==> config.mk <==
export PLATFORM = sky130hd
export DESIGN_NAME = maze_generator
export DESIGN_NICKNAME = d
export VERILOG_FILES = /design/src/rtl/maze_pkg.sv /design/src/rtl/maze_lfsr16.sv /design/src/rtl/maze_generator.sv
export SDC_FILE = /design/constraint.sdc
export NUM_CORES = 1
export LEC_CHECK = 0
export CORE_ASPECT_RATIO = 0.75
export CORE_UTILIZATION = 44
export CTS_CLUSTER_SIZE = 28
export DETAILED_ROUTE_END_ITERATION = 7
export MAX_ROUTING_LAYER = met4
export PLACE_DENSITY_LB_ADDON = 0.12
export SYNTH_ARGS = -nofsm -noshare
export SYNTH_HDL_FRONTEND = slang
export SYNTH_SLANG_ARGS = --single-unit
==> constraint.sdc <==
create_clock -name clk -period 3.35 [get_ports clk]
set_clock_uncertainty 0.05 [all_clocks]
set_input_delay 0.67 -clock clk [delete_from_list [all_inputs] [get_ports clk]]
set_output_delay 0.67 -clock clk [all_outputs]
set_load 0.05 [all_outputs]
==> src/rtl/maze_pkg.sv <==
// -----------------------------------------------------------------------------
// maze_pkg
// Types and constants shared by the maze generator and the maze solver:
//   - gen_state_e : generator FSM states
//   - gen_dbg_t   : generator debug view (FSM state and LFSR contents)
//   - WALL / OPEN : grid bit meanings
//   - LFSR_MASK, DEFAULT_SEED_C : LFSR feedback taps and fallback seed
//   - dir_e       : move directions, encoded the same way as in the solver
// -----------------------------------------------------------------------------
package maze_pkg;

    typedef enum logic [2:0] {
        ST_IDLE  = 3'd0,
        ST_FILL  = 3'd1,
        ST_CARVE = 3'd2,
        ST_OPEN  = 3'd3,
        ST_DONE  = 3'd4
    } gen_state_e;

    typedef struct packed {
        gen_state_e  state;
        logic [15:0] lfsr;
    } gen_dbg_t;

    localparam logic WALL = 1'b1;
    localparam logic OPEN = 1'b0;

    // Galois taps for x^16 + x^14 + x^13 + x^11 + 1, right-shifting form.
    localparam logic [15:0] LFSR_MASK      = 16'hB400;
    localparam logic [15:0] DEFAULT_SEED_C = 16'hACE1;

    typedef enum logic [2:0] {
        RIGHT = 3'd0,
        LEFT  = 3'd1,
        DOWN  = 3'd2,
        UP    = 3'd3,
        NONE  = 3'd4
    } dir_e;

endpackage

==> src/rtl/maze_lfsr16.sv <==
// -----------------------------------------------------------------------------
// maze_lfsr16
// 16-bit Galois LFSR, shifting right with feedback from bit 0.
// Ports:
//   clk, rst  : clock, asynchronous active-high reset (q returns to DEFAULT_SEED)
//   load      : capture seed (a zero seed is replaced by DEFAULT_SEED, since the
//               all-zero state would lock the register)
//   seed[15:0]: value captured on load
//   step      : advance one step (load has priority)
//   q[15:0]   : current register contents
// -----------------------------------------------------------------------------
module maze_lfsr16
    import maze_pkg::*;
#(
    parameter logic [15:0] DEFAULT_SEED = DEFAULT_SEED_C
) (
    input  logic        clk,
    input  logic        rst,
    input  logic        load,
    input  logic [15:0] seed,
    input  logic        step,
    output logic [15:0] q
);

    logic [15:0] q_r;

    always_ff @(posedge clk or posedge rst) begin
        if (rst) begin
            q_r <= DEFAULT_SEED;
        end else if (load) begin
            q_r <= (seed == 16'h0000) ? DEFAULT_SEED : seed;
        end else if (step) begin
            q_r <= {1'b0, q_r[15:1]} ^ (q_r[0] ? LFSR_MASK : 16'h0000);
        end
    end

    assign q = q_r;

endmodule

==> src/rtl/maze_generator.sv <==
// -----------------------------------------------------------------------------
// maze_generator
// Builds a random perfect maze with the binary-tree algorithm: every cell
// except the first opens either its north or its west wall, so the open cells
// always form a spanning tree. One cell is carved per clock; the grid is
// presented in the format the maze solver reads.
//
// Ports:
//   clk, rst        : clock, asynchronous active-high reset
//   start           : one-cycle request, accepted only in IDLE or DONE
//   seed[15:0]      : LFSR seed captured with an accepted start (0 -> DEFAULT_SEED)
//   busy            : generation in progress (FILL, CARVE, OPEN)
//   done            : maze complete and stable, held until the next start/reset
//   maze[SIZE][SIZE]: maze[row][col], 1 = wall, 0 = open
//   dbg             : FSM state and LFSR contents
//
// Handshake: start is a request without backpressure. It is taken on any edge
// where it is high while busy is low; busy goes high on that same edge and
// start is ignored until busy falls again together with the rise of done.
// -----------------------------------------------------------------------------
module maze_generator
    import maze_pkg::*;
#(
    parameter int          SIZE         = 9,
    parameter logic [15:0] DEFAULT_SEED = DEFAULT_SEED_C
) (
    input  logic            clk,
    input  logic            rst,
    input  logic            start,
    input  logic [15:0]     seed,
    output logic            busy,
    output logic            done,
    output logic [SIZE-1:0] maze [SIZE],
    output gen_dbg_t        dbg
);

    localparam int C = (SIZE - 1) / 2;
    localparam int N = $clog2(SIZE);

    localparam logic [N-1:0] LAST_ROW  = N'(SIZE - 1);
    localparam logic [N-1:0] LAST_CELL = N'(C - 1);

    gen_state_e      state_q;
    gen_state_e      state_d;
    logic [N-1:0]    r_q;
    logic [N-1:0]    i_q;
    logic [N-1:0]    j_q;
    logic [SIZE-1:0] maze_q [SIZE];
    logic            busy_q;
    logic            done_q;

    logic            lfsr_load;
    logic            lfsr_step;
    logic [15:0]     lfsr_q;

    // Grid coordinates of the current cell and of its two candidate walls.
    logic [N-1:0]    cell_row;
    logic [N-1:0]    cell_col;
    logic [N-1:0]    north_row;
    logic [N-1:0]    west_col;
    logic            carve_north;
    logic            carve_west;

    maze_lfsr16 #(
        .DEFAULT_SEED(DEFAULT_SEED)
    ) u_lfsr (
        .clk (clk),
        .rst (rst),
        .load(lfsr_load),
        .seed(seed),
        .step(lfsr_step),
        .q   (lfsr_q)
    );

    // i, j < C <= 2^(N-1), so 2*i+1 always fits in N bits.
    assign cell_row  = {i_q[N-2:0], 1'b1};
    assign cell_col  = {j_q[N-2:0], 1'b1};
    assign north_row = {i_q[N-2:0], 1'b0};
    assign west_col  = {j_q[N-2:0], 1'b0};

    // Top row can only go west, left column can only go north, the corner
    // cell carves nothing; everywhere else the LFSR picks.
    always_comb begin
        carve_north = 1'b0;
        carve_west  = 1'b0;
        if (i_q == '0 && j_q == '0) begin
            carve_north = 1'b0;
        end else if (i_q == '0) begin
            carve_west = 1'b1;
        end else if (j_q == '0) begin
            carve_north = 1'b1;
        end else if (lfsr_q[0]) begin
            carve_north = 1'b1;
        end else begin
            carve_west = 1'b1;
        end
    end

    // Next-state logic.
    always_comb begin
        state_d   = state_q;
        lfsr_load = 1'b0;
        lfsr_step = 1'b0;
        case (state_q)
            ST_IDLE, ST_DONE: begin
                if (start) begin
                    state_d   = ST_FILL;
                    lfsr_load = 1'b1;
                end
            end
            ST_FILL: begin
                if (r_q == LAST_ROW) begin
                    state_d = ST_CARVE;
                end
            end
            ST_CARVE: begin
                lfsr_step = 1'b1;
                if (i_q == LAST_CELL && j_q == LAST_CELL) begin
                    state_d = ST_OPEN;
                end
            end
            ST_OPEN: begin
                state_d = ST_DONE;
            end
            default: begin
                state_d = ST_IDLE;
            end
        endcase
    end

    always_ff @(posedge clk or posedge rst) begin
        if (rst) begin
            state_q <= ST_IDLE;
        end else begin
            state_q <= state_d;
        end
    end

    // Datapath: row/cell counters, grid and registered status flags.
    always_ff @(posedge clk or posedge rst) begin
        if (rst) begin
            r_q    <= '0;
            i_q    <= '0;
            j_q    <= '0;
            busy_q <= 1'b0;
            done_q <= 1'b0;
            for (int k = 0; k < SIZE; k++) begin
                maze_q[k] <= '1;
            end
        end else begin
            busy_q <= (state_d == ST_FILL) || (state_d == ST_CARVE) || (state_d == ST_OPEN);
            done_q <= (state_d == ST_DONE);
            case (state_q)
                ST_IDLE, ST_DONE: begin
                    if (start) begin
                        r_q <= '0;
                    end
                end
                ST_FILL: begin
                    maze_q[r_q] <= '1;
                    if (r_q == LAST_ROW) begin
                        r_q <= '0;
                        i_q <= '0;
                        j_q <= '0;
                    end else begin
                        r_q <= r_q + 1'b1;
                    end
                end
                ST_CARVE: begin
                    maze_q[cell_row][cell_col] <= OPEN;
                    if (carve_north) begin
                        maze_q[north_row][cell_col] <= OPEN;
                    end
                    if (carve_west) begin
                        maze_q[cell_row][west_col] <= OPEN;
                    end
                    if (j_q == LAST_CELL) begin
                        j_q <= '0;
                        i_q <= i_q + 1'b1;
                    end else begin
                        j_q <= j_q + 1'b1;
                    end
                end
                ST_OPEN: begin
                    maze_q[0][1]           <= OPEN;
                    maze_q[SIZE-1][SIZE-2] <= OPEN;
                end
                default: begin
                end
            endcase
        end
    end

    assign busy      = busy_q;
    assign done      = done_q;
    assign maze      = maze_q;
    assign dbg.state = state_q;
    assign dbg.lfsr  = lfsr_q;

endmodule

## Yosys cells after proc, flatten, opt, wreduce, memory -nomap -nowiden

Cells that the tools add are included.

- Bits of input ports: 19
- Bits in registers: 114
- Logic and storage cells: 124

- Add/sub/neg operators: 3
- Multiplexer cells: 47
- Equality and inequality tests: 14
- Bitwise gates (word level): 11
- Reductions and logical operators: 21
- Magnitude comparators: 10

Operators with widths:

| cell | count |
|---|---|
| $and A81 B81 Y81 | 3 |
| $mux W81 | 3 |
| $not A81 Y81 | 3 |
| $demux W9 S4 | 4 |
| $pmux W65 S2 | 1 |
| $or A81 B81 Y81 | 1 |
| $mux W16 | 4 |
| $pmux W7 S2 | 2 |
| $pmux W4 S2 | 3 |
| $mux W4 | 5 |
| $mux W9 | 2 |
| $logic_not A16 Y1 | 1 |
| $mux W8 | 2 |
| $xor A15 B16 Y16 | 1 |
| $ge A5 B5 Y1 const B | 3 |
| $lt A5 B1 Y1 const B | 3 |
| $not A4 Y5 | 3 |
| $mux W1 | 13 |
| $add A4 B1 Y4 const B | 3 |
| $eq A3 B2 Y1 const B | 4 |
| $pmux W3 S4 | 1 |
| $lt A4 B5 Y1 const B | 2 |
| $mux W3 | 3 |
| $eq A4 B2 Y1 const B | 2 |
| 16 further kinds | 34 |

## Depth between registers and ports, before layout

Gate-level depths: netlist (run 1).

- Word-level depth: 14
- Mapped depth: 7

## Hierarchy

Synthesis (run 1) repeated with hierarchy kept, for this count alone.

- Cell total of the unflattened synthesis: 400
- Area total of the unflattened synthesis: 4949.7 um^2

By module, submodules not included:

| module | area each (um^2) | cells an instance | times used |
|---|---|---|---|
| maze_generator | 4107.7 | 328 | 1 |
| maze_lfsr16 | 842.1 | 72 | 1 |

## Worst setup path after synthesis (run 1)

OpenSTA, ideal clock, no wires.

- Path kind: reg2reg
- From: register i_q[0]
- To: register maze_q, in the netlist maze[27]
- Setup time: 0.080 ns
- Arrival time: 1.986 ns
- Data required time: 3.220 ns
- Cell stages (with the launch flop): 7
- Slack: 1.234 ns
- Cell sequence: dfrtp_1 inv_1 ha_1 or3b_2 a211o_4 buf_6 o22a_1

- Cells in the longest elaborated chain, start to end: 10

Ends and longest elaborated chain:

| what | RTL line | RTL |
|---|---|---|
| start, declared | maze_generator.sv:46 | `logic [N-1:0] i_q;` |
| start signal, assigned | maze_generator.sv:179 | `i_q <= i_q + 1'b1;` |
| branches (longest 8 deep; another with $ge A5 B5 Y1) | n/a |  |
| $mux W81 (*) | maze_generator.sv:174 | `if (carve_west) begin` |
| $pmux W65 S2 (*) | maze_generator.sv:153 | `case (state_q)` |
| end, declared | maze_generator.sv:48 | `logic [SIZE-1:0] maze_q [SIZE];` |

Every way passes the cells marked *. The select of a mux whose other input is x is not followed.
A chain may end at the register's enable or synchronous reset.

## Worst setup path in the final report (run 1)

- From: register u_lfsr.q_r[0] (netlist: u_lfsr.q[0])
- To: output port dbg[0] (netlist name)

RTL lines:

| what | RTL line | RTL |
|---|---|---|
| start, declared | maze_lfsr16.sv:25 | `logic [15:0] q_r;` |
| start signal, assigned | maze_lfsr16.sv:31 | `q_r <= (seed == 16'h0000) ? DEFAULT_SEED : seed;` |
| start signal, assigned | maze_lfsr16.sv:33 | `q_r <= {1'b0, q_r[15:1]} ^ (q_r[0] ? LFSR_MASK : 16'h0000);` |
| end, declared | maze_generator.sv:34 | `output gen_dbg_t dbg` |

No word-level cell between the ends.

==> results of run 1 <==
==> final cells by class <==
| class | instances | share of cell area |
|---|---|---|
| timing repair buffer | 127 | 0.188 |
| sequential | 114 | 0.440 |
| tap | 136 | 0.0252 |
| clock buffer | 25 | 0.0720 |
| multi-input combinational | 265 | 0.259 |
| inverter | 12 | 0.00724 |
| clock inverter | 6 | 0.00854 |
==> path summary, 6_finish.rpt <==
check	startpoint	end	slack (ps)
worst max-delay path	u_lfsr.q[0]$_DFFE_PP1P_	dbg[0]	660
worst max register to register	state_q[0]$_DFF_PP0_	maze[39]$_DFFE_PP1P_	1070
worst min-delay path	maze[64]$_DFFE_PP1P_	maze[64]$_DFFE_PP1P_	430
min in group asynchronous	rst	u_lfsr.q[3]$_DFFE_PP0P_	740
max in group asynchronous	rst	maze[39]$_DFFE_PP1P_	1710
worst min register to register	maze[64]$_DFFE_PP1P_	maze[64]$_DFFE_PP1P_	430
==> power groups by stage <==
stage	Sequential, mW	Combinational, mW	Clock (mW)
global placement	2.28	2.77	0
detailed placement	2.29	2.80	0
floorplan	3.35	0.838	0
global route	2.34	2.96	1.74
CTS	2.28	2.80	1.66
finish	2.29	2.79	1.64
==> worst reg2reg max path: stages (launching register included) <==
cell     delay (ps)
dfrtp_1         500
or3b_1          810
nor4_4          430
nand2_1         180
o22a_1          230
==> Yosys cell counts, drive strengths merged, types with 2 or more instances <==
master  instances
or3             2
a22oi           6
nor3b           4
o22ai           6
a21o           15
or3b            3
nor2           25
a22o            2
clkbuf         10
a221oi          2
a32o            2
and3            4
ha              8
inv            12
nand3b          2
dfstp          89
a21oi           9
o21ai          12
nand2b         20
xor2            2
nand3          14
nor2b           2
nor3           11
o211ai          2
or2             6
a31oi           4
xnor2           2
and2            2
nand2          44
buf            10
nor4            7
dfrtp          25
o22a           32
nand4           2
and3b           3
==> cell usage in the layout, fill, tap and decap left out, types with 8 or more instances in the layout <==
cell type and count:
clkdlybuf4s50_1 120, dfstp_2 89, nand2_1 44, o22a_1 32, nor2_1 25, dfrtp_1 25
nand2b_1 20, clkbuf_16 17, a21o_1 15, nand3_1 14, o21ai_0 12, inv_1 11
nor3_1 10, a21oi_1 9, ha_1 8
==> cell families (layout without fill, tap and decap cells) <==
family | Yosys count | count (layout) | share of synthesized area
AOI/OAI and AO/OA | 98 | 98 | 0.152
xor gates and xnor gates | 4 | 4 | 0.00722
adders and majority gates | 8 | 8 | 0.0206
buffers and inverters | 32 | 170 | 0.0289
DFF | 114 | 114 | 0.611
muxes | 1 | 1 | 0.00206
and+or+nand+nor | 154 | 154 | 0.178
==> registers in the layout, indices dropped and copies added (netlist names) <==
signal,count
busy,1
u_lfsr.q,16
j_q,4
i_q,4
state_q,3
r_q,4
maze,81
done,1
==> routing by layer <==
layer | GRT usage | vias up | wire length, um | share of wire
li1 | - | 1728 | - | -
met1 | 0.325 | 1879 | 5720 | 0.48
met2 | 0.346 | 111 | 5580 | 0.47
met3 | 0.0505 | 11 | 571 | 0.048
met4 | 0.0753 | 0 | 103 | 0.0086
met5 | - | - | 0 | 0
==> through the flow <==
stage | power, mW | util | setup WS (ps) | area [um^2]
2_1_floorplan | 4.19 | - | 1230 | 4860
3_3_place_gp | 5.05 | 0.591 | 922 | 6200
3_5_place_dp | 5.09 | 0.591 | 849 | 6200
4_1_cts | 6.75 | 0.643 | 650 | 6740
5_1_grt | 7.03 | 0.643 | 617 | 6740
6_report | 6.71 | 0.643 | 659 | 6740
==> impl_metrics.json, run 1 <==
{
  "grt.total_usage": 0.236,
  "clock_latency_ps": 400,
  "netSwitchingFraction": 0.409,
  "cp-end-kind": "primary output",
  "clkSinkCount": 114,
  "power_frac_clock": 0.244,
  "critical-path-max-stage-delay_ps": 860,
  "coreArea_um2": 10500,
  "setup_violation_total_in_the_final_timing_report": 0,
  "routedWlPerCell_um": 17.5,
  "yosys.cell_types.count": 52,
  "io_pins": 121,
  "cts_tree": "done",
  "hold_path_depth": 2,
  "numCtsBuffers": 17,
  "grt_pass1_vias": 3686,
  "synth_enable_flop_cells": 0,
  "die-area_um2": 11500,
  "synth_warnings": 0,
  "multiInputGateArea_um2": 1750,
  "antennaDiodeCount": 0,
  "die-width_um": 123,
  "route.vias.total": 3729,
  "synth.area.top_cells": "dfstp_2 (48%), dfrtp_1 (13%), o22a_1 (5.8%), nand2_1 (3.4%), nand2b_1 (2.6%)",
  "crit_buf_inv": 1,
  "grt_start_max_net_pins": 39,
  "reg2regPathDepth": 4,
  "required_ps": 2630,
  "pwr-share-seq": 0.341,
  "detailedPlacementHpwl_um": 8550,
  "synth_nets": 438,
  "fin_crit_sh": 0.803,
  "slew_headroom": 0.341,
  "root_buffer": "clkbuf_16",
  "gp_routability_congestion": 0.812,
  "critPathTopFamily": "buffers and inverters",
  "rsz0062_at_grt": "no",
  "detailedRoute.firstPassIterationCount": 4,
  "ys.flop_type": "dfstp_2",
  "max_clock_freq_ghz": 0.372,
  "antenna_violating_nets_post_route": 0,
  "netlist_area_before_placement_um2": 4850,
  "worst_ir_drop_vdd_mv": 0.397,
  "tightestPinTransition_ps": 989,
  "postSynthRegisterBits": 114,
  "power.static_leakage_nw": 2.67,
  "areaGrowthSynthToFinish_pct": 38.9,
  "floorplan.initialDensity": 0.463,
  "hold_viol": 0,
  "hold_buffers": 0,
  "layout.cells.non_filler": 685,
  "synth.largest_area_cell": "dfstp_2",
  "power.combinational.fraction": 0.415,
  "grt_antenna_before_repair": 0,
  "finalHoldWorstSlack_ps": 432,
  "detailedRoute.firstIterationViolations": 255,
  "postCtsSetupBuffers": 0,
  "crit_path_top_delay_cell": "clkdlybuf4s50_1",
  "route.final.wire_length_um": 12000,
  "crit_path_cell_trace": "clkdlybuf4s50_1",
  "htreeDepth": 4,
  "placed_instances": 654,
  "holdCritPathClass": "reg -> reg",
  "tns_ps": 0,
  "critPathLaunchType": "flip-flop",
  "max-clock-path-buffers": 2,
  "proportion_of_register_bits_with_asynchronous_set_or_reset_after_synthesis": 1.00,
  "fill_cells": 823,
  "critPathMaxFanout": 11,
  "dieHeight_um": 92.9,
  "design.final.nets": 564,
  "postCtsResizedCells": 0,
  "layout-drive-gt1-share": 0.255,
  "internal_power_mw": 3.97,
  "io_buffer_count": 120,
  "grt_remaining_overflow": 0,
  "synth_top_area_share": 0.482,
  "std_cell_rows": 32,
  "routed_via_density": 5.44,
  "status": "finished clean",
  "min_period_ps": 2690,
  "power_density_nw_per_um2": 996,
  "synthesized_area_per_cell_um2": 11.8,
  "setup.worst_path.class": "reg -> out",
  "final_max_slew_viol_count": 0,
  "p_switching_mw": 2.75,
  "syn-instance-count": 411,
  "maxCapViolations": 0,
  "cts.clk_slew.worst_paths_ps": 50,
  "timing.critical_path.arrival_ps": 1970,
  "register_area_um2": 2960,
  "cp.depth": 1,
  "wire_length_of_the_first_global_routing_pass_um": 19500,
  "seq_area_frac_synth": 0.611,
  "drt_drc_violations_left": 0
}
(Power assumes the default switching activity.)
==> run 2, diff against run 1 <==
- clock period: 3.35 -> 2.4 ns (I/O delays scaled with it)
==> run 2 against run 1 <==
Global-route usage fell by 0.30 points. Non-clock buffer count rose by 10. Via count grew 0.97%. Clock-buffer cell count shrank 4. Sequential share of layout area decreased by 0.99 points. Register-to-register slack got worse by 740 ps. Clock power grew 54%. Critical endpoint is now dbg[18]. Largest power group unchanged. Highest routed layer unchanged.
==> impl_metrics.json, run 2 (synthesis gave the netlist of run 1 again) <==
{
  "detailedRoute.firstIterationViolations": 228,
  "pre_cts_slack_ps": 188,
  "power.static_leakage_nw": 2.77,
  "drt_drc_violations_left": 0,
  "timing.critical_path.arrival_ps": 1800,
  "grt_use_met2": 0.330,
  "crit_path_cell_trace": "clkdlybuf4s50_1",
  "status": "finished clean",
  "crit_buf_inv": 1,
  "antenna_violating_nets_post_route": 0,
  "critPathLaunchType": "flip-flop",
  "min_period_ps": 2330,
  "use_met1": 0.325,
  "rsz0062_at_grt": "no",
  "route.final.wire_length_um": 12100,
  "gp_routability_congestion": 0.846,
  "setup_violation_total_in_the_final_timing_report": 0,
  "clkSinkCount": 114,
  "max-clock-path-buffers": 2,
  "setup.worst_path.class": "reg -> out",
  "routedWlPerCell_um": 17.4,
  "largest_register_ff_count": 81,
  "grt.total_usage": 0.233,
  "routed_via_density": 5.41,
  "numCtsBuffers": 17,
  "grt_remaining_overflow": 0,
  "postCtsSetupBuffers": 0,
  "grt_antenna_before_repair": 0,
  "layout-drive-gt1-share": 0.275,
  "tns_ps": 0,
  "root_buffer": "clkbuf_16",
  "clock_latency_ps": 410,
  "coreArea_um2": 10500,
  "grt_start_max_net_pins": 36,
  "crit_path_top_delay_cell": "clkdlybuf4s50_1",
  "final_max_slew_viol_count": 0,
  "groute.layer.met3.usage": 0.0603,
  "cts.clk_slew.worst_paths_ps": 50,
  "max_clock_freq_ghz": 0.430,
  "die-width_um": 123,
  "cp-end-kind": "primary output",
  "critical-path-max-stage-delay_ps": 880,
  "io_pins": 121,
  "hold_viol": 0,
  "critPathMaxFanout": 9,
  "busiest_layer": "met2",
  "htreeDepth": 4,
  "std_cell_rows": 32,
  "detailedPlacementHpwl_um": 8720,
  "mostFrequentLayoutCell": "clkdlybuf4s50_1",
  "design.final.nets": 574,
  "holdCritPathClass": "reg -> reg",
  "dieHeight_um": 92.9,
  "mostFrequentLayoutCells": "clkdlybuf4s50_1 (119), dfstp_2 (89), nand2_1 (44)",
  "layout.core_utilization": 0.657,
  "required_ps": 1870,
  "tightestPinTransition_ps": 635,
  "io_buffer_count": 120,
  "floorplan.initialDensity": 0.463,
  "antennaDiodeCount": 0,
  "grt_pass1_vias": 3702,
  "slew_headroom": 0.575,
  "route.vias.total": 3765,
  "postLayoutSetupSlackWorst_ps": 71.8,
  "worst_ir_drop_vdd_mv": 0.518,
  "maxCapViolations": 0,
  "fin_crit_sh": 0.970,
  "power_density_nw_per_um2": 1400,
  "detailedRoute.firstPassIterationCount": 4,
  "wire_length_of_the_first_global_routing_pass_um": 19400,
  "areaGrowthSynthToFinish_pct": 42.1,
  "die-area_um2": 11500,
  "cts_tree": "done",
  "critPathTopFamily": "buffers and inverters"
}
==> run 2: cell count changes in the layout (fill, tap and decap cells not counted) <==
cell	before	now
buf_4	6	14
clkbuf_1	5	2
buf_12	1	3
bufinv_16	1	3
clkinv_2	4	6
clkbuf_8	3	2
clkdlybuf4s50_1	120	119
clkinv_4	0	1
clkinvlp_4	2	1
dlymetal6s2s_1	0	1
inv_4	0	1
==> run 2: final cells by class <==
type	count	area (um^2)
Fill cell	818	3590
Sequential cell	114	2960
Multi-Input combinational cell	265	1750
Timing Repair Buffer	137	1370
Clock buffer	21	460
Tap cell	136	170
Clock inverter	11	135
Inverter	12	48.8
==> run 2: per-layer routing <==
| metal | vias up | routed length [um] |
|---|---|---|
| li1 | 1746 | - |
| met1 | 1911 | 5900 |
| met5 | - | 0 |
| met3 | 12 | 537 |
| met2 | 96 | 5550 |
| met4 | 0 | 122 |
==> run 2: final timing paths <==
kind / from / endpoint / slack (ps) / cells after the start
max in group asynchronous: rst / maze[40]$_DFFE_PP1P_ / 1240 / 3
max reg2reg: i_q[1]$_DFFE_PP0P_ / maze[63]$_DFFE_PP1P_ / 330 / 6
max: state_q[2]$_DFF_PP0_ / dbg[18] / 70 / 1
min: maze[63]$_DFFE_PP1P_ / maze[63]$_DFFE_PP1P_ / 440 / 2
min in group asynchronous: rst / maze[14]$_DFFE_PP1P_ / 760 / 2
min reg2reg: maze[63]$_DFFE_PP1P_ / maze[63]$_DFFE_PP1P_ / 440 / 2
==> run 2: worst register-to-register path, cell delays in order (launching register included) <==
cell	delay, ps
dfrtp_1	470
inv_1	120
ha_1	140
or3b_2	500
a211o_4	460
o21ai_0	200
nand2_1	70
==> run 2: stage by stage <==
stage	power (mW)	cells	hold WS (ps)	instance area [um^2]
2_1_floorplan	5.85	411	444	4860
4_1_cts	9.72	696	438	6890
5_1_grt	10.1	696	453	6900
3_5_place_dp	7.17	664	429	6300
6_report	9.67	696	443	6900
3_3_place_gp	7.11	664	421	6300
==> run 2: where the power goes <==
part	internal (mW)	switching [mW]	leakage (nW)
Sequential	2.69	0.419	1.24
Combinational	1.40	2.63	1.22
Clock	1.68	0.853	0.301
==> run 2: timing repair <==
action	in CTS	in global routing
gates resized for setup	0	1
hold buffers	0	0
endpoints found under the setup margin	0	1
==> run 3, diff against run 2 <==
- MAX_ROUTING_LAYER: met4 -> default
==> run 3 against run 2 <==
Sequential share of layout area is the same. Setup slack lost 1.3 ps. Critical path depth is the same. Maximum frequency is essentially flat. Sequential power is essentially flat. Final cell count is the same. Clock power is essentially flat. Worst hold slack is essentially flat. First-iteration DRC count grew 13%. Critical endpoint unchanged. Wire length is essentially flat.
==> impl_metrics.json, run 3 (synthesis gave the netlist of run 1 again) <==
{
  "status": "finished clean",
  "tightestPinTransition_ps": 649,
  "fill_cells": 818,
  "post-layout-total-power_mw": 9.66,
  "io_buffer_count": 120,
  "design.final.nets": 574,
  "hold_viol": 0,
  "layout.core_utilization": 0.657,
  "final_instance_area_um2": 6900,
  "grt_pass1_vias": 3694,
  "internal_power_mw": 5.77,
  "rsz0062_at_grt": "no",
  "netSwitchingFraction": 0.403,
  "setup_violation_total_in_the_final_timing_report": 0,
  "crit_path_top_delay_cell": "clkdlybuf4s50_1",
  "routedWlPerCell_um": 17.4,
  "die-area_um2": 11500,
  "fin_crit_sh": 0.971,
  "route.vias.total": 3760,
  "crit_path_cell_trace": "clkdlybuf4s50_1",
  "holdCritPathClass": "reg -> reg",
  "gp_routability_congestion": 0.833,
  "max-clock-path-buffers": 2,
  "detailedPlacementHpwl_um": 8720,
  "htreeDepth": 4,
  "dieHeight_um": 92.9,
  "power_density_nw_per_um2": 1400,
  "grt_start_max_net_pins": 36,
  "layout-drive-gt1-share": 0.275,
  "max_clock_freq_ghz": 0.429,
  "io_pins": 121,
  "detailedRoute.firstIterationViolations": 258,
  "mostFrequentLayoutCell": "clkdlybuf4s50_1",
  "cp-end-kind": "primary output",
  "routed_via_density": 5.40,
  "coreArea_um2": 10500,
  "power.combinational.fraction": 0.417,
  "r2r_slack_ps": 330,
  "cts.clk_slew.worst_paths_ps": 50,
  "clkSinkCount": 114,
  "largest_register_ff_count": 81,
  "grt.total_usage": 0.226,
  "std_cell_rows": 32,
  "maxCapViolations": 0,
  "root_buffer": "clkbuf_16",
  "power_frac_clock": 0.261,
  "critPathTopFamily": "buffers and inverters",
  "timing.critical_path.arrival_ps": 1800,
  "tns_ps": 0,
  "final_max_slew_viol_count": 0,
  "crit_buf_inv": 1,
  "critPathMaxFanout": 9,
  "wire_length_of_the_first_global_routing_pass_um": 19400,
  "die-width_um": 123,
  "route.final.wire_length_um": 12100,
  "grt_antenna_before_repair": 0,
  "clock_latency_ps": 410,
  "antenna_violating_nets_post_route": 0,
  "min_period_ps": 2330,
  "worst_ir_drop_vdd_mv": 0.512,
  "critical-path-max-stage-delay_ps": 880,
  "drt_drc_violations_left": 0,
  "areaGrowthSynthToFinish_pct": 42.1,
  "slew_headroom": 0.566,
  "antennaDiodeCount": 0,
  "pwr-share-seq": 0.322,
  "critPathLaunchType": "flip-flop",
  "numCtsBuffers": 17,
  "power.static_leakage_nw": 2.77,
  "detailedRoute.firstPassIterationCount": 4,
  "post_dp_cell_area_um2": 6300,
  "mostFrequentLayoutCells": "clkdlybuf4s50_1 (119), dfstp_2 (89), nand2_1 (44)",
  "cts_tree": "done",
  "floorplan.initialDensity": 0.463,
  "p_switching_mw": 3.89,
  "setup.worst_path.class": "reg -> out",
  "grt_remaining_overflow": 0,
  "required_ps": 1870
}
[run 3: cell type report]
type,count,area [um^2],area share
flip-flops and latches,114,2960,0.430
inverters,12,48.8,0.00708
clock inverters,11,135,0.0196
clock buffers,21,460,0.0668
multi-input cells,265,1750,0.253
well taps,136,170,0.0247
repair buffers,137,1370,0.199
[run 3: per-stage QoR]
| step | hold WS, ps | setup slack (ps) | instances |
|---|---|---|---|
| floorplan | 444 | 284 | 411 |
| global placement | 421 | 248 | 664 |
| detailed placement | 429 | 188 | 664 |
| CTS | 438 | 3.27 | 696 |
| global route | 453 | 14.1 | 696 |
| finish | 443 | 70.4 | 696 |
[run 3: timing repair]
action / 4_1_cts / 5_1_grt
gates resized for setup: 0 / 1
setup endpoints to repair: 0 / 1
setup buffers: 0 / 0
hold buffers: 0 / 0
[run 3: per-layer routing]
metal  wire, um  up-vias  track usage
li1           -     1748            -
met1       5860     1906        0.322
met2       5610       98        0.330
met3        572        8       0.0653
met4         78        0       0.0723
met5          0        -            0
[run 3: power by group through the flow]
| stage | logic, mW | registers [mW] | clock network (mW) |
|---|---|---|---|
| after floorplan | 1.17 | 4.68 | 0 |
| after global placement | 3.99 | 3.11 | 0 |
| after detailed placement | 4.04 | 3.14 | 0 |
| after CTS | 4.05 | 3.12 | 2.56 |
| after global routing | 4.24 | 3.19 | 2.65 |
| final | 4.02 | 3.11 | 2.52 |
[run 3: worst paths after layout]
check                                  endpoint  cells after the start                 start
min in group asynchronous  maze[14]$_DFFE_PP1P_                      2                   rst
max reg2reg                maze[63]$_DFFE_PP1P_                      6    i_q[1]$_DFFE_PP0P_
max                                     dbg[18]                      1  state_q[2]$_DFF_PP0_
max in group asynchronous  maze[40]$_DFFE_PP1P_                      3                   rst
min reg2reg                maze[63]$_DFFE_PP1P_                      2  maze[63]$_DFFE_PP1P_
min                        maze[63]$_DFFE_PP1P_                      2  maze[63]$_DFFE_PP1P_
